**src/rtl/fifo_rd_packer_if.sv**
```systemverilog
// Narrow read stream in, packed wide stream out, bundled for the FIFO read-side packer.
interface fifo_rd_packer_if #(
    parameter int P_WIDTH = 8,
    parameter int P_RATIO = 4
);
    logic [P_WIDTH-1:0]         in_data;
    logic                       in_vld;
    logic                       in_rdy;
    logic [P_WIDTH*P_RATIO-1:0] out_data;
    logic [P_RATIO-1:0]         out_keep;
    logic                       out_vld;
    logic                       out_rdy;

    modport slave (
        input  in_data, in_vld, out_rdy,
        output in_rdy, out_data, out_keep, out_vld
    );

    modport master (
        output in_data, in_vld, out_rdy,
        input  in_rdy, out_data, out_keep, out_vld
    );
endinterface

```
**src/rtl/fifo_rd_packer.sv**
```systemverilog
// Packs P_RATIO narrow FIFO read words (little-endian lanes) into one wide word.
// Optional idle flush of partial words: define FIFO_RD_PACKER_FLUSH_TIMEOUT_EN.
module fifo_rd_packer #(
    parameter int P_WIDTH   = 8,
    parameter int P_RATIO   = 4,
    parameter int P_TIMEOUT = 16
) (
    input  logic            clk,
    input  logic            rst,
    fifo_rd_packer_if.slave bus
);
    localparam int IDX_W = $clog2(P_RATIO);
    localparam int OUT_W = P_WIDTH * P_RATIO;

    typedef enum logic [0:0] {ST_FILL, ST_OUT} state_t;

    state_t             state_reg, state_next;
    logic [IDX_W-1:0]   idx_reg, idx_next;
    logic [OUT_W-1:0]   acc_reg, acc_next;
    logic [P_RATIO-1:0] keep_reg, keep_next;
    logic [P_RATIO-1:0] lane_we;
    logic               en_reg;
    logic               accept;
    logic               handshake;
    logic               clr_acc;

    // en_reg holds in_rdy low from reset until the first clock edge after release
    assign bus.in_rdy   = en_reg & ((state_reg == ST_FILL) | bus.out_rdy);
    assign bus.out_vld  = (state_reg == ST_OUT);
    assign bus.out_data = acc_reg;
    assign bus.out_keep = keep_reg;

    assign accept    = bus.in_vld & bus.in_rdy;
    assign handshake = (state_reg == ST_OUT) & bus.out_rdy;
    assign clr_acc   = accept & (idx_reg == '0);

    // A word starting at lane 0 wipes the stale lanes so partial words read zero
    generate
        for (genvar gi = 0; gi < P_RATIO; gi++) begin : g_lane
            assign lane_we[gi] = accept & (idx_reg == IDX_W'(gi));
            assign acc_next[gi*P_WIDTH +: P_WIDTH] =
                lane_we[gi] ? bus.in_data :
                clr_acc     ? '0 : acc_reg[gi*P_WIDTH +: P_WIDTH];
        end
    endgenerate

`ifdef FIFO_RD_PACKER_FLUSH_TIMEOUT_EN
    localparam int TMO_W = $clog2(P_TIMEOUT + 1);

    logic [TMO_W-1:0]   idle_reg, idle_next;
    logic [P_RATIO-1:0] flush_keep;

    generate
        for (genvar gi = 0; gi < P_RATIO; gi++) begin : g_keep
            assign flush_keep[gi] = (idx_reg > IDX_W'(gi));
        end
    endgenerate
`endif

    always_comb begin
        state_next = state_reg;
        idx_next   = idx_reg;
        keep_next  = keep_reg;
`ifdef FIFO_RD_PACKER_FLUSH_TIMEOUT_EN
        idle_next  = '0;
`endif
        case (state_reg)
            ST_FILL: begin
                if (accept) begin
                    if (idx_reg == IDX_W'(P_RATIO - 1)) begin
                        state_next = ST_OUT;
                        idx_next   = '0;
                        keep_next  = '1;
                    end else begin
                        idx_next = idx_reg + IDX_W'(1);
                    end
                end
`ifdef FIFO_RD_PACKER_FLUSH_TIMEOUT_EN
                else if (idx_reg != '0) begin
                    if (idle_reg == TMO_W'(P_TIMEOUT - 1)) begin
                        state_next = ST_OUT;
                        idx_next   = '0;
                        keep_next  = flush_keep;
                    end else begin
                        idle_next = idle_reg + TMO_W'(1);
                    end
                end
`endif
            end
            ST_OUT: begin
                if (handshake) begin
                    state_next = ST_FILL;
                    if (accept) begin
                        idx_next = IDX_W'(1);
                    end
                end
            end
            default: state_next = ST_FILL;
        endcase
    end

    always_ff @(posedge clk or posedge rst) begin
        if (rst) begin
            state_reg <= ST_FILL;
            idx_reg   <= '0;
            acc_reg   <= '0;
            keep_reg  <= '0;
            en_reg    <= 1'b0;
        end else begin
            state_reg <= state_next;
            idx_reg   <= idx_next;
            acc_reg   <= acc_next;
            keep_reg  <= keep_next;
            en_reg    <= 1'b1;
        end
    end

`ifdef FIFO_RD_PACKER_FLUSH_TIMEOUT_EN
    always_ff @(posedge clk or posedge rst) begin
        if (rst) begin
            idle_reg <= '0;
        end else begin
            idle_reg <= idle_next;
        end
    end
`endif
endmodule

```
**src/flat_wrapper.sv**
```systemverilog
// flat-port wrapper written by rule: the top's interface ports become plain ports
module fifo_rd_packer_flat 
#(
    parameter int P_WIDTH   = 8,
    parameter int P_RATIO   = 4,
    parameter int P_TIMEOUT = 16
)
  (clk, rst, bus_in_data, bus_in_vld, bus_out_rdy, bus_in_rdy, bus_out_data, bus_out_keep, bus_out_vld);
  fifo_rd_packer_if #(.P_WIDTH(P_WIDTH), .P_RATIO(P_RATIO)) bus_i ();
  input  logic clk;
  input  logic rst;
  input wire logic [$bits(bus_i.in_data)-1:0] bus_in_data;
  input wire logic [$bits(bus_i.in_vld)-1:0] bus_in_vld;
  input wire logic [$bits(bus_i.out_rdy)-1:0] bus_out_rdy;
  output wire logic [$bits(bus_i.in_rdy)-1:0] bus_in_rdy;
  output wire logic [$bits(bus_i.out_data)-1:0] bus_out_data;
  output wire logic [$bits(bus_i.out_keep)-1:0] bus_out_keep;
  output wire logic [$bits(bus_i.out_vld)-1:0] bus_out_vld;
  assign bus_i.in_data = bus_in_data;
  assign bus_i.in_vld = bus_in_vld;
  assign bus_i.out_rdy = bus_out_rdy;
  assign bus_in_rdy = bus_i.in_rdy;
  assign bus_out_data = bus_i.out_data;
  assign bus_out_keep = bus_i.out_keep;
  assign bus_out_vld = bus_i.out_vld;
  fifo_rd_packer #(.P_WIDTH(P_WIDTH), .P_RATIO(P_RATIO), .P_TIMEOUT(P_TIMEOUT)) u_core (.clk(clk), .rst(rst), .bus(bus_i));
endmodule
```
**config.mk**
```make
export PLATFORM = sky130hd
export DESIGN_NAME = fifo_rd_packer_flat
export DESIGN_NICKNAME = d
export VERILOG_FILES = /design/src/rtl/fifo_rd_packer_if.sv /design/src/rtl/fifo_rd_packer.sv /design/src/flat_wrapper.sv
export SDC_FILE = /design/constraint.sdc
export NUM_CORES = 1
export LEC_CHECK = 0
export ABC_AREA = 1
export CELL_PAD_IN_SITES_DETAIL_PLACEMENT = 0
export CELL_PAD_IN_SITES_GLOBAL_PLACEMENT = 1
export CORE_MARGIN = 1.5
export CORE_UTILIZATION = 37
export CTS_CLUSTER_DIAMETER = 150
export DETAILED_ROUTE_END_ITERATION = 6
export MAX_ROUTING_LAYER = met4
export PLACE_DENSITY_LB_ADDON = 0.08
export SYNTH_ARGS = -nofsm -noshare
export SYNTH_HDL_FRONTEND = slang
export SYNTH_SLANG_ARGS = --single-unit
export TNS_END_PERCENT = 1
```
**constraint.sdc**
```tcl
create_clock -name clk -period 3.7 [get_ports clk]
set_input_delay 0.925 -clock clk [delete_from_list [all_inputs] [get_ports clk]]
set_output_delay 0.925 -clock clk [all_outputs]
set_load 0.05 [all_outputs]
```
Yosys cells after proc, flatten, opt, wreduce, memory -nomap -nowiden. Index checks and enable logic that the tools add are counted.

Register bits after elaboration: 37. Latch bits: 0. Bits in writable memories: 0. ROM bits: 0. Input port bits: 12. Memories kept: 0.

$add $sub $neg: 1. Multipliers: 0. Div/mod/pow operators: 0. Order comparisons: 0. Equal/unequal tests: 6. Shift-type cells: 0. Muxes and demuxes: 13. Bitwise logic cells: 9. Reduce and logical (&&, ||, !) cells: 6.

Operator list (number): 2-to-1 mux 8 bit (4); 2-to-1 mux 2 bit (4); AND 1 bit (7); AND reduction 3 bit (2); nonzero test 2 bit (3); == test 2 bit (second input constant) (2); inequality test 2 bit (second input constant) (2); one-hot mux 2 bit (2 select lines) (1); 2-to-1 mux 1 bit (3); adder 2 x 1 -> 2 bit (second input constant) (1); == test 2 x 1 -> 1 bit (second input constant) (1); zero test 2 bit (1); inequality test 2 x 1 -> 1 bit (second input constant) (1); one-hot mux 1 bit (2 select lines) (1); inverter 1 bit (1); OR 1 bit (1).

Depth between registers and ports, before layout. Gate-level depths: netlist of run 1.

Word-level depth: 7. Gate-level depth with buffers: 6.

Worst setup path after synthesis of run 1. No wires, ideal clock.

Path type: input -> output. Start point: in bus_out_rdy. End point: out bus_in_rdy. Arrival time: 1.434 ns. Required time: 2.775 ns. Path slack: 1.341 ns. Stages on the path: 3. Path through: inv_1 > a21boi_4 > buf_6.

Cells in the longest elaborated chain, start to end: 2.

RTL lines: start, declared (RTL line flat_wrapper.sv:14) `input wire logic [$bits(bus_i.out_rdy)-1:0] bus_out_rdy;`; OR 1 bit (RTL line fifo_rd_packer.sv:28) `assign bus.in_rdy = en_reg & ((state_reg == ST_FILL) | bus.out_rdy);`; AND 1 bit (RTL line fifo_rd_packer.sv:28); end, declared (RTL line flat_wrapper.sv:15) `output wire logic [$bits(bus_i.in_rdy)-1:0] bus_in_rdy;`.

Every way passes these cells.

Final worst setup path of run 1. Ends and elaborated chain as after synthesis.

==> impl_metrics.yaml, run 1 <==
floorplan:
  die_y_um: 69.99
  core_um2: 4324
  die-area_um2: 4899
  initial_utilization: 0.3840
  fp-row-count: 24
  die_w_um: 69.99
  ios: 50
clocking:
  cts_setup_buffers: 0
  cts-htree-levels: 2
  cts.clk_slew.worst_paths_ns: 0.08
  holdBufCountCts: 0
  cts_resized: 0
  cts.sinks: 37
  cts_made_buffers: 5
  root_buffer: "clkbuf_8"
  clockBufferDepth: 2
  insertion_delay_ns: 0.30
  cts_tree: "done"
power:
  power.share.sequential: 0.308
  ir_worst_vdd_v: 0.0003803
  p_sw_w: 0.001113
  pwr-share-clk: 0.125
  p_sw_frac: 0.4996
  p_leak_nw: 1.109
  internal_power_w: 0.001115
  powerDensity_nw_per_um2: 991.2
  power_w: 0.002227
  p_comb_frac: 0.567
placement:
  place_congestion: 0.7261
  placed_cell_area_um2: 2161
  hpwl_um: 2844
  port_buffers: 49
  place_ws_ns: 0.9926
sta:
  max_slew_margin: 0.6509
  worst_pin_slew_ns: 0.5224
  finalCritPeriodShare: 0.7293
  period_needed_ns: 2.698
  fmaxAchievable_mhz: 370.6
  finalMaxSlewViolations: 0
  tns_ns: 0
  final-setup-viol-count: 0
  rsz0062_at_grt: "no"
  hold_violations: 0
  setup_ws_ns: 1.002
  fin_skew_ns: 0.009790
yosys:
  yosysMostFrequentCell: "nand2_1"
  ys_top_cells_by_area: "dfrtp_1 56%, nand4_1 11%, nand2_1 8.6%"
  synthCells: 176
  ys_types: 17
  avgSynthCellArea_um2: 9.434
  synth_fp_nets: 192
  synth_edf_count: 0
  async_flop_share: 1.000
  synth_warnings: 0
  netlist_area_um2: 1660
  synth_top_area_share: 0.5576
  yosysTopAreaCell: "dfrtp_1"
  ys.flop_type: "dfrtp_1"
  synth_common_cells: "38 x nand2_1, 37 x dfrtp_1, 28 x nand4_1, 24 x nand3_1, 14 x inv_1"
  ys_seq_area_frac: 0.5576
  ys_ff_latch: 37
min_path:
  hold_class: "flop to flop"
critical_path:
  required_ns: 2.77
  reg2reg_from: "u_core.idx_reg[0]"
  reg2reg_to: "u_core.bus.out_data[13]"
  cp_max_fo: 2
  worstPathArrival_ns: 1.77
  reg2reg_slack_ns: 1.91
  start_kind: "input pin"
  path_class: "input pin to output port"
  end_kind: "output port"
  crit_path_start: "bus_out_rdy"
  r2r_cells: 6
  cp-endpoint: "bus_in_rdy"
global_routing:
  grt_antenna_before_repair: 0
  grt_use_total: 0.1836
  grt_pass1_wl_um: 6844
  grt_start_max_net_pins: 38
  grt_pass1_vias: 1367
  grt-ovfl-total: 0
drt:
  drtPass1Iterations: 5
  drc: 0
  wl_per_cell_um: 14.45
  vias: 1385
  drt_iter0_drc: 118
  wl_um: 3959
  antenna_left: 0
  via_per_inst: 5.055
finish:
  fin_area_um2: 2247
  drive_above_1_share: 0.07207
  insertedDiodeCount: 0
  fill_cells: 428
  synthToLayoutAreaGrowth_pct: 35.34
  register_area_um2: 925.9
  largest_register_ffs: 32
  final_nets: 237
  post-route-util: 0.5197
  multi_input_area_um2: 586.8
job:
  drv_cap: 0
run_status:
  outcome: "finished, final reports clean"
## final cells by class
type	count	area share
multi-input cells	110	0.2611
flip-flops and latches	37	0.4120
well taps	52	0.02895
clock buffers	5	0.03062
inverters	14	0.02339
clock inverters	3	0.007795
repair buffers	53	0.2361
## routing by layer
layer / vias up / track usage / share of wire
met1: 665 / 0.2374 / 0.47
met4: 0 / 0.08333 / 0.014
li1: 687 / - / -
met2: 28 / 0.2794 / 0.47
met3: 5 / 0.03752 / 0.040
met5: - / - / 0
## cell usage in the layout, fill, tap and decap left out, drive strengths merged
master | netlist | routed
conb | 1 | 1
inv | 14 | 14
ha | 4 | 4
nand2 | 39 | 39
buf | 12 | 5
o21ai | 10 | 10
nor2 | 2 | 2
dfrtp | 37 | 37
nand4 | 29 | 29
a21boi | 1 | 1
clkinv | 0 | 2
nand3 | 24 | 24
clkbuf | 3 | 5
clkinvlp | 0 | 1
clkdlybuf4s50 | 0 | 48
## stage by stage
step / instances / hold WS [ns]
detailed placement: 266 / 0.4730
global route: 274 / 0.5209
CTS: 274 / 0.4924
finish: 274 / 0.4890
global placement: 266 / 0.4666
floorplan: 176 / 0.5027
## power groups by stage
stage	Clock (W)	Combinational (W)	Sequential, W
6_report	0.000278	0.00126	0.000686
5_1_grt	0.000302	0.00134	0.000714
4_1_cts	0.000285	0.00128	0.000689
3_5_place_dp	0	0.00127	0.000694
3_3_place_gp	0	0.00126	0.000688
2_1_floorplan	0	0.000262	0.00127
## kinds of logic (layout without fill, tap and decap cells)
group	Yosys count	count (layout)	share of synthesized area
simple gates	94	94	0.2796
flops	37	37	0.5577
buf+inv	29	75	0.08892
compound gates	11	11	0.04145
fa+ha+maj	4	4	0.03014
other cells	1	1	0.002259
## worst min-delay path by stage
stage / slack [ns] / depth (start not counted) / from / endpoint
CTS: 0.49 / 2 / u_core.bus.out_data[0] / u_core.bus.out_data[0]
global route: 0.52 / 2 / u_core.bus.out_data[0] / u_core.bus.out_data[0]
finish: 0.49 / 2 / u_core.bus.out_data[0] / u_core.bus.out_data[0]
detailed placement: 0.47 / 2 / u_core.bus.out_data[0] / u_core.bus.out_data[0]
global placement: 0.47 / 2 / u_core.bus.out_data[2] / u_core.bus.out_data[2]
floorplan: 0.50 / 2 / u_core.idx_reg[1] / u_core.idx_reg[1]
## critical path, cell delays in order
cell	delay (ns)
clkdlybuf4s50_1	0.45
inv_1	0.07
a21boi_4	0.17
buf_12	0.15
Note: power is estimated with default switching activity, not from simulation.
==> inputs of run 2 (changes only) <==
--- a/config.mk
+++ b/config.mk
@@ -9,7 +9,7 @@
 export CELL_PAD_IN_SITES_DETAIL_PLACEMENT = 0
 export CELL_PAD_IN_SITES_GLOBAL_PLACEMENT = 1
 export CORE_MARGIN = 1.5
-export CORE_UTILIZATION = 37
+export CORE_UTILIZATION = 31
 export CTS_CLUSTER_DIAMETER = 150
 export DETAILED_ROUTE_END_ITERATION = 6
 export MAX_ROUTING_LAYER = met4
==> constraint.sdc (replaced) <==
create_clock -name clk -period 2.3 [get_ports clk]
set_input_delay 0.575 -clock clk [delete_from_list [all_inputs] [get_ports clk]]
set_output_delay 0.575 -clock clk [all_outputs]
set_load 0.05 [all_outputs]
==> impl_metrics.yaml, run 2 (synthesis gave the netlist of run 1 again) <==
run_status:
  outcome: "finished, final reports clean"
floorplan:
  die-area_um2: 5804
  initial_utilization: 0.3230
  core_um2: 5140
  die_w_um: 76.19
  fp-row-count: 26
  die_y_um: 76.19
  ios: 50
critical_path:
  path_class: "flop to output port"
  required_ns: 1.73
  critPathMaxStageDelay_ns: 0.83
  worstPathCellList: "clkdlybuf4s50_1"
  crit_path_start: "u_core.bus.out_keep[0]"
  start_kind: "flop"
  reg2reg_from: "u_core.idx_reg[0]"
  slowest_stage: "clkdlybuf4s50_1"
  worstPathArrival_ns: 1.51
  end_kind: "output port"
  cp_num_buf_inv: 1
  crit_family: "buffers and inverters"
  cp_max_fo: 5
  reg2reg_slack_ns: 0.63
placement:
  hpwl_um: 2949
  place_congestion: 0.7538
  placed_cells: 285
  place_ws_ns: 0.2612
  port_buffers: 49
power:
  power_w: 0.003600
  p_leak_nw: 1.116
  ir_worst_vdd_v: 0.0007808
  powerDensity_nw_per_um2: 1583
min_path:
  min_from: "u_core.bus.out_data[1]"
  hold_class: "flop to flop"
clocking:
  cts_resized: 0
  insertion_delay_ns: 0.28
  root_buffer: "clkbuf_8"
  cts_setup_buffers: 0
  cts.clk_slew.worst_paths_ns: 0.07
  holdBufCountCts: 0
  cts.sinks: 37
  cts_tree: "done"
  clockBufferDepth: 2
  cts-htree-levels: 2
  cts_made_buffers: 5
global_routing:
  grt_use_total: 0.1617
  gr-usage-met2: 0.2369
  grt_antenna_before_repair: 0
  use_met1: 0.2165
  grt_use_met3: 0.04790
  grt_pass1_vias: 1434
  grt_pass1_wl_um: 7210
  grt-ovfl-total: 0
  busiest_layer: "met2"
  grt_start_max_net_pins: 41
sta:
  rsz0062_at_grt: "no"
  setup_ws_ns: 0.2179
  worst_pin_slew_ns: 0.5099
  period_needed_ns: 2.082
  finalCritPeriodShare: 0.9053
  finalMaxSlewViolations: 0
  fin_skew_ns: 0.004681
  max_slew_margin: 0.6590
  tns_ns: 0
  final-setup-viol-count: 0
  fmaxAchievable_mhz: 480.3
  hold_violations: 0
drt:
  drt_iter0_drc: 85
  antenna_left: 0
  drc: 0
  wl_per_cell_um: 14.70
  via_per_inst: 4.887
  wl_um: 4292
  vias: 1427
  drtPass1Iterations: 4
finish:
  fin_cells: 292
  mostFrequentLayoutCells: "47 x clkdlybuf4s50_1, 38 x nand2_1, 37 x dfrtp_1, 28 x nand4_1, 24 x nand3_1"
  synthToLayoutAreaGrowth_pct: 37.00
  final_nets: 238
  drive_above_1_share: 0.07207
  layout_commonest_cell: "clkdlybuf4s50_1"
  largest_register_ffs: 32
  insertedDiodeCount: 0
job:
  drv_cap: 0
## run 2: cell type report
| type | count | area [um^2] |
|---|---|---|
| sequential | 37 | 925.9 |
| timing repair buffer | 54 | 535.5 |
| clock buffer | 7 | 86.33 |
| fill | 528 | 2865 |
| inverter | 14 | 52.55 |
| multi-input combinational | 110 | 586.8 |
| tap | 70 | 87.58 |
## run 2: path summary, 6_finish.rpt
check,cells past startpoint,end
worst max-delay path,1,bus_out_keep[1]
worst min-delay path,2,u_core.bus.out_data[1]
worst max register to register,5,u_core.bus.out_data[22]
worst min register to register,2,u_core.bus.out_data[1]
max in group asynchronous,3,u_core.bus.out_data[8]
min in group asynchronous,3,u_core.bus.out_data[11]
## run 2: where the power goes
part           internal, W  total, W  switching, W
registers         0.000935   0.00111      0.000172
logic             0.000649   0.00204       0.00139
clock network     0.000238  0.000457      0.000219
total              0.00182   0.00360       0.00178
## run 2: through the flow
step / cell area [um^2] / util / hold WS, ns
final: 2275 / 0.4426 / 0.4928
after global routing: 2275 / 0.4426 / 0.5283
after CTS: 2275 / 0.4426 / 0.4996
after detailed placement: 2188 / 0.4258 / 0.4820
after global placement: 2188 / 0.4258 / 0.4660
after floorplan: 1660 / - / 0.5027
## run 2: layer usage
metal | share of wire | vias up
met5 | 0 | -
met4 | 0.0079 | 0
met3 | 0.062 | 4
met2 | 0.45 | 48
met1 | 0.48 | 688
li1 | - | 687
==> inputs of run 3 (changes only) <==
--- a/config.mk
+++ b/config.mk
@@ -8,7 +8,7 @@
 export ABC_AREA = 1
 export CELL_PAD_IN_SITES_DETAIL_PLACEMENT = 0
 export CELL_PAD_IN_SITES_GLOBAL_PLACEMENT = 1
-export CORE_MARGIN = 1.5
+export CORE_MARGIN = 5
 export CORE_UTILIZATION = 31
 export CTS_CLUSTER_DIAMETER = 150
 export DETAILED_ROUTE_END_ITERATION = 6
==> impl_metrics.yaml, run 3 (synthesis gave the netlist of run 1 again) <==
drt:
  via_per_inst: 4.850
  drc: 0
  wl_per_cell_um: 15.57
  drtPass1Iterations: 4
  drt_iter0_drc: 105
  wl_um: 4563
  vias: 1421
  antenna_left: 0
critical_path:
  worstPathArrival_ns: 1.53
  slowest_stage: "clkdlybuf4s50_1"
  required_ns: 1.73
  cp_num_buf_inv: 1
  start_kind: "flop"
  critPathMaxStageDelay_ns: 0.83
  end_kind: "output port"
  worstPathCellList: "clkdlybuf4s50_1"
  path_class: "flop to output port"
  crit_family: "buffers and inverters"
  cp_max_fo: 5
floorplan:
  initial_utilization: 0.3230
  core_um2: 5140
  fp-row-count: 26
  ios: 50
  die-area_um2: 6920
  die_y_um: 83.19
  die_w_um: 83.19
clocking:
  cts.clk_slew.worst_paths_ns: 0.08
  clockBufferDepth: 2
  root_buffer: "clkbuf_8"
  cts_resized: 0
  cts_setup_buffers: 0
  cts_made_buffers: 5
  cts.sinks: 37
  cts_tree: "done"
  holdBufCountCts: 0
  insertion_delay_ns: 0.29
  cts-htree-levels: 2
min_path:
  hold_class: "flop to flop"
placement:
  port_buffers: 49
  placed_cells: 286
  hpwl_um: 3241
  place_congestion: 0.7341
sta:
  period_needed_ns: 2.104
  max_slew_margin: 0.6592
  rsz0062_at_grt: "no"
  hold_violations: 0
  fin_skew_ns: 0.009386
  finalCritPeriodShare: 0.9147
  fmaxAchievable_mhz: 475.3
  final-setup-viol-count: 0
  worst_pin_slew_ns: 0.5096
  tns_ns: 0
  finalMaxSlewViolations: 0
power:
  powerDensity_nw_per_um2: 1586
  p_leak_nw: 1.120
  ir_worst_vdd_v: 0.0005844
finish:
  register_area_um2: 925.9
  fill_cells: 528
  insertedDiodeCount: 0
  synthToLayoutAreaGrowth_pct: 37.45
  drive_above_1_share: 0.07623
  largest_register_ffs: 32
  fin_cells: 293
  layout_commonest_cell: "clkdlybuf4s50_1"
  multi_input_area_um2: 586.8
  mostFrequentLayoutCells: "47 x clkdlybuf4s50_1, 38 x nand2_1, 37 x dfrtp_1, 28 x nand4_1, 24 x nand3_1"
  final_nets: 239
global_routing:
  grt_pass1_wl_um: 7562
  grt-ovfl-total: 0
  grt_antenna_before_repair: 0
  grt_use_total: 0.1409
  grt_start_max_net_pins: 38
  grt_pass1_vias: 1486
job:
  drv_cap: 0
run_status:
  outcome: "finished, final reports clean"
## run 3: metrics by stage
stage	utilization	cell area [um^2]	setup WS, ns	total power [W]	hold slack (ns)
floorplan	-	1660	0.5700	0.002472	0.5027
global placement	0.4272	2196	0.2669	0.003160	0.4652
detailed placement	0.4272	2196	0.2683	0.003192	0.4741
CTS	0.4440	2282	0.1812	0.003657	0.4911
global route	0.4440	2282	0.1330	0.003820	0.5274
finish	0.4440	2282	0.1963	0.003620	0.4862
## run 3: worst paths after layout
path | startpoint | endpoint | slack (ns) | cells past startpoint
min in group asynchronous | rst | u_core.bus.out_data[8] | 0.71 | 3
max | u_core.bus.out_keep[0] | bus_out_keep[2] | 0.20 | 1
max reg2reg | u_core.idx_reg[0] | u_core.bus.out_data[24] | 0.62 | 4
max in group asynchronous | rst | u_core.idx_reg[1] | 1.25 | 3
min reg2reg | u_core.bus.out_data[0] | u_core.bus.out_data[0] | 0.49 | 2
min | u_core.bus.out_data[0] | u_core.bus.out_data[0] | 0.49 | 2
## run 3: power breakdown
part / switching (W) / internal, W / leakage (nW) / total, W
Clock: 0.000221 / 0.000238 / 0.0443 / 0.000459
Sequential: 0.000174 / 0.000935 / 0.479 / 0.00111
Combinational: 0.00140 / 0.000653 / 0.597 / 0.00205
Total: 0.00179 / 0.00183 / 1.12 / 0.00362
## run 3: worst register-to-register path, delay by kind of cell, from the launching register on
| family | cells | cell delay (ns) |
|---|---|---|
| AND/OR/NAND/NOR | 3 | 0.72 |
| flip-flops | 1 | 0.42 |
| adder cells (fa/ha/maj) | 1 | 0.41 |
## run 3: layout make-up
type / instances / area share
clock buffers: 7 / 0.03783
repair buffers: 55 / 0.2379
inverters: 14 / 0.02303
well taps: 70 / 0.03838
multi-input cells: 110 / 0.2571
flip-flops and latches: 37 / 0.4057
## run 3: metal layers
metal	wire length (um)	up-vias	global-route usage
li1	-	690	-
met1	2168	684	0.1844
met2	2133	41	0.2136
met3	212	6	0.03960
met4	48	0	0.04012
met5	0	-	-
==> RTL change 1, RTL diff (flow settings as in run 2) <==
`P_RATIO` is set to 4 in 3 places; all go to 16.
--- a/src/rtl/fifo_rd_packer_if.sv
+++ b/src/rtl/fifo_rd_packer_if.sv
@@ -1,7 +1,7 @@
 // Narrow read stream in, packed wide stream out, bundled for the FIFO read-side packer.
 interface fifo_rd_packer_if #(
     parameter int P_WIDTH = 8,
-    parameter int P_RATIO = 4
+    parameter int P_RATIO = 16
 );
     logic [P_WIDTH-1:0]         in_data;
     logic                       in_vld;
--- a/src/rtl/fifo_rd_packer.sv
+++ b/src/rtl/fifo_rd_packer.sv
@@ -2,7 +2,7 @@
 // Optional idle flush of partial words: define FIFO_RD_PACKER_FLUSH_TIMEOUT_EN.
 module fifo_rd_packer #(
     parameter int P_WIDTH   = 8,
-    parameter int P_RATIO   = 4,
+    parameter int P_RATIO   = 16,
     parameter int P_TIMEOUT = 16
 ) (
     input  logic            clk,
--- a/src/flat_wrapper.sv
+++ b/src/flat_wrapper.sv
@@ -2,7 +2,7 @@
 module fifo_rd_packer_flat 
 #(
     parameter int P_WIDTH   = 8,
-    parameter int P_RATIO   = 4,
+    parameter int P_RATIO   = 16,
     parameter int P_TIMEOUT = 16
 )
   (clk, rst, bus_in_data, bus_in_vld, bus_out_rdy, bus_in_rdy, bus_out_data, bus_out_keep, bus_out_vld);
Ports: changed (resized bus_out_data and bus_out_keep); port bits go from 50 to 158. No check against the original RTL was run, so the function may have changed too.
==> RTL change 1 against run 2 <==
  * The run now ends with DRC left
  * Core utilization is 0.63 points higher
  * Worst setup slack got worse by 0.12 ns
  * Synthesized area grew to 3.5 times the old value
  * Sequential cell count grew 98
  * Cell count increased to 3.6 times the old value
  * Design area grew to 3.6 times the old value
  * Total power rose to 3.5 times the old value
  * Routed wire length grew to 3.9 times the old value
  * Critical endpoint is now bus_out_data[17]
  * Largest power group unchanged
==> RTL change 1: results (changes against run 2) <==
- Failing checks: DRC
- Number of global-route vias before repair: 4624 (+220%)
- Post-synthesis sequential area ratio: 58.8% (+3.1 points)
- Initial drt markers: 240 (+180%)
- Post-Syn Nets: 677 (+250%)
- Met1 wire length: 8050 microns (+290%)
- Met2 Resource Use GR: 28.5% (+4.8 points)
- Clock network share of area: 7.24% (+3.4 points)
- Met3 Wirelength: 751 microns (+180%)
- Fillers: 1736 (+230%)
- CP Data Arrival Time: 1.62 ns (+0.11 ns)
- Port bufs: 157 (+220%)
- Worst Skew: 0.0184 ns (+0.0137 ns)
- Vias per inst: 4.41 (-9.8%)
- Drt drc: 8 (+8)
- Status: finished, violations left
- Leak: 0.00407 uW (+270%)
- DRT Pass-1 Iters: 7 (+3)
- HP Start: u_core.bus.out_data[14]
- Pre-CTS worst setup slack: 0.153 ns (-0.108 ns)
- Area of the multi-input gates: 0.00203 sq mm (+250%)
- Final non-clock buffer share: 21.4% (-2.2 points)
- Met3 Use GR: 3.18% (-1.6 points)
- Psw: 5960 uW (+230%)
- #MultiIn Comb: 460 (+320%)
==> RTL change 1: changes by cell type after synthesis, sizes merged <==
| cell | before | now |
|---|---|---|
| a21boi | 1 | 0 |
| a21oi | 0 | 2 |
| buf | 12 | 23 |
| clkbuf | 3 | 18 |
| dfrtp | 37 | 135 |
| inv | 14 | 25 |
| nand2 | 39 | 361 |
| nand3 | 24 | 28 |
| nand4 | 29 | 2 |
| nor2 | 2 | 30 |
| o21ai | 10 | 32 |
==> RTL change 1: worst min-delay path: cells and delay by family (launching register included) <==
family,cells,cell delay (ns)
flip-flops,1,0.34
AND/OR/NAND/NOR,2,0.10
==> RTL change 1: worst max path at each step <==
stage,endpoint,slack (ns),from
global route,bus_out_data[97],0.06,u_core.bus.out_data[97]
global placement,bus_in_rdy,0.19,bus_out_rdy
finish,bus_out_data[17],0.10,u_core.bus.out_data[17]
floorplan,u_core.bus.out_data[0],0.05,rst
detailed placement,u_core.bus.out_data[124],0.15,bus_out_rdy
CTS,bus_out_data[102],0.09,u_core.bus.out_data[102]
==> RTL change 2, RTL diff (flow settings as in run 2) <==
Without the edit above. Build with the macro `FIFO_RD_PACKER_FLUSH_TIMEOUT_EN` defined.
--- a/src/rtl/fifo_rd_packer.sv
+++ b/src/rtl/fifo_rd_packer.sv
@@ -1,5 +1,7 @@
 // Packs P_RATIO narrow FIFO read words (little-endian lanes) into one wide word.
 // Optional idle flush of partial words: define FIFO_RD_PACKER_FLUSH_TIMEOUT_EN.
+`define FIFO_RD_PACKER_FLUSH_TIMEOUT_EN
+
 module fifo_rd_packer #(
     parameter int P_WIDTH   = 8,
     parameter int P_RATIO   = 4,
Behaviour: same outputs for any inputs over 10 cycles, from zero or initial values and one cycle with rst high; that may be too few to reach the edited logic, so the function may still have changed.
==> RTL change 2 against run 2 <==
  * Total power rose by 15%
  * Synthesized area rose by 15%
  * Cell count rose by 18%
  * Sequential cell count rose by 8
  * Worst setup slack got worse by 0.069 ns
  * Routed wire length rose by 0.33%
  * Sequential power rose by 19%
  * Maximum frequency fell by 3.2%
  * Design area rose by 16%
==> RTL change 2: results (changes against run 2) <==
- Status: finished clean
- WL final: 4310 microns (+0.33%)
- Dpl hpwl: 3090 microns (+4.8%)
- Htree depth: 2 (unchanged)
- GRT Overall Usage: 15.5% (-0.62 points)
- Root Buffer: clkbuf_8
- VDD IR max: 0.798 mV (+2.2%)
- Worst path top cell family by delay: buffers and inverters
- Post-synth top cells: nand2_1 (108), dfrtp_1 (45), inv_1 (12), nand3_1 (9), nor2_1 (7)
- TritonCTS Buffers: 5 (unchanged)
- Fillers: 617 (+17%)
- CTS resizes: 0 (unchanged)
- CP Data Arrival Time: 1.58 ns (+0.07 ns)
- Main area contributors after synthesis: dfrtp_1 (59%), nand2_1 (21%), ha_1 (3.3%)
- Worst Skew: 0.0130 ns (+0.00833 ns)
- Initial drt markers: 103 (+21%)
- Number of core rows: 28 (+7.7%)
- #MultiIn Comb: 150 (+36%)
- # diodes: 0 (unchanged)
- Routability Congestion: 0.767 (+1.8%)
- Clock sinks: 45 (+22%)
- Multi-input combinational area share: 27.2% (+1.4 points)
- Synth Flop Type: dfrtp_1
- First-pass GRT wire length: 7330 microns (+1.7%)
- Worst path slowest cell: clkdlybuf4s50_1
- Vias: 1495 (+4.8%)
- Nets: 286 (+20%)
- Post-synthesis sequential area ratio: 58.9% (+3.1 points)
- Worst-path clk slew: 0.08 ns
- Post-Syn Nets: 227 (+18%)
- Pwr/cell area: 1580 mW/mm^2 (-0.46%)
- Slew @ Worst Pin: 0.500 ns (-0.0103 ns)
- Repair and plain buffers: 54 (unchanged)
- XOR/XNOR Fraction of Synth Area: 0.916% (+0.92 points)
- Max Root-Sink Buffers: 2 (unchanged)
- Ys Warns: 0 (unchanged)
- Area after DPL: 0.00253 sq mm (+16%)
- Number of global-route vias before repair: 1510 (+5.3%)
- Pre-CTS worst setup slack: 0.221 ns (-0.0404 ns)
- DRT Pass-1 Iters: 2 (-2)
- Hold-fix buffers, CTS: 0 (unchanged)
- Async S/R FF share, synth: 100% (unchanged)
- Inverters: 13 (-1)
- # Post-CTS Setup Buffers: 0 (unchanged)
- Largest net degree at the start of global routing: 46 (+12%)
- P_int: 2100 uW (+15%)
- Layout cells sized above 1: 8.89% (+1.7 points)
- Crit-path max FO: 5 (unchanged)
- Port bufs: 49 (unchanged)
- Latest clock arrival within the worst-skew pair: 0.30 ns (+0.02 ns)
- Post-synthesis adder-cell area fraction: 3.27% (+0.26 points)
- Final non-clock buffer share: 20.9% (-2.6 points)
- Synth unique cells: 22 (+5)
- Clock Buffer Count: 6 (-1)
- HP Class: reg -> reg
- Clock network share of area: 3.66% (-0.13 points)
- Sequential cell area: 0.00113 sq mm (+22%)
- Leak: 0.00133 uW (+19%)
- Fraction of the mapped netlist area in compound gates: 1.44% (-2.7 points)
- Antenna violations before repair: 0 (unchanged)
==> RTL change 2: cell types whose count changed in the layout (fill, tap and decap cells not counted), moves of 2 or more <==
cell / change
o22ai_1: +2
nor2_2: +2
nand3_1: -15
dfrtp_1: +8
nor2_1: +5
nor2_4: +4
nand4_1: -26
inv_1: -3
o21ai_0: -8
nand2_1: +70
buf_4: -2
==> RTL change 2: routing by layer <==
metal  wire, microns  part of all wire [%]  GRT usage, %
met2            2080                    48          24.6
met1            1990                    46          19.5
met5               0                     0             -
met4              69                   1.6          6.21
met3             168                   3.9          3.11
==> RTL change 2: through the flow <==
step	total power [uW]	cells	hold slack, ns
after CTS	4200	345	0.477
final	4140	345	0.471
after global placement	3660	337	0.454
after floorplan	2870	210	0.430
after detailed placement	3670	337	0.458
after global routing	4420	345	0.493
==> RTL change 2: power groups by stage <==
| stage | clock network [uW] | logic [uW] | registers (uW) |
|---|---|---|---|
| floorplan | 0 | 496 | 2380 |
| global placement | 0 | 2320 | 1340 |
| detailed placement | 0 | 2330 | 1340 |
| CTS | 534 | 2340 | 1330 |
| global route | 555 | 2490 | 1370 |
| finish | 514 | 2310 | 1320 |
==> RTL change 2: final timing paths <==
kind	startpoint	endpoint	slack, ns	cells after the start
min in group asynchronous	rst	u_core.bus.out_data[16]	0.61	3
setup / recovery	u_core.bus.out_vld	bus_out_vld	0.15	1
hold reg to reg	u_core.idle_reg[0]	u_core.idle_reg[0]	0.47	1
max in group asynchronous	rst	u_core.bus.out_data[29]	1.46	3
setup reg to reg	u_core.idx_reg[1]	u_core.bus.out_data[29]	0.78	7
hold / removal	u_core.idle_reg[0]	u_core.idle_reg[0]	0.47	1
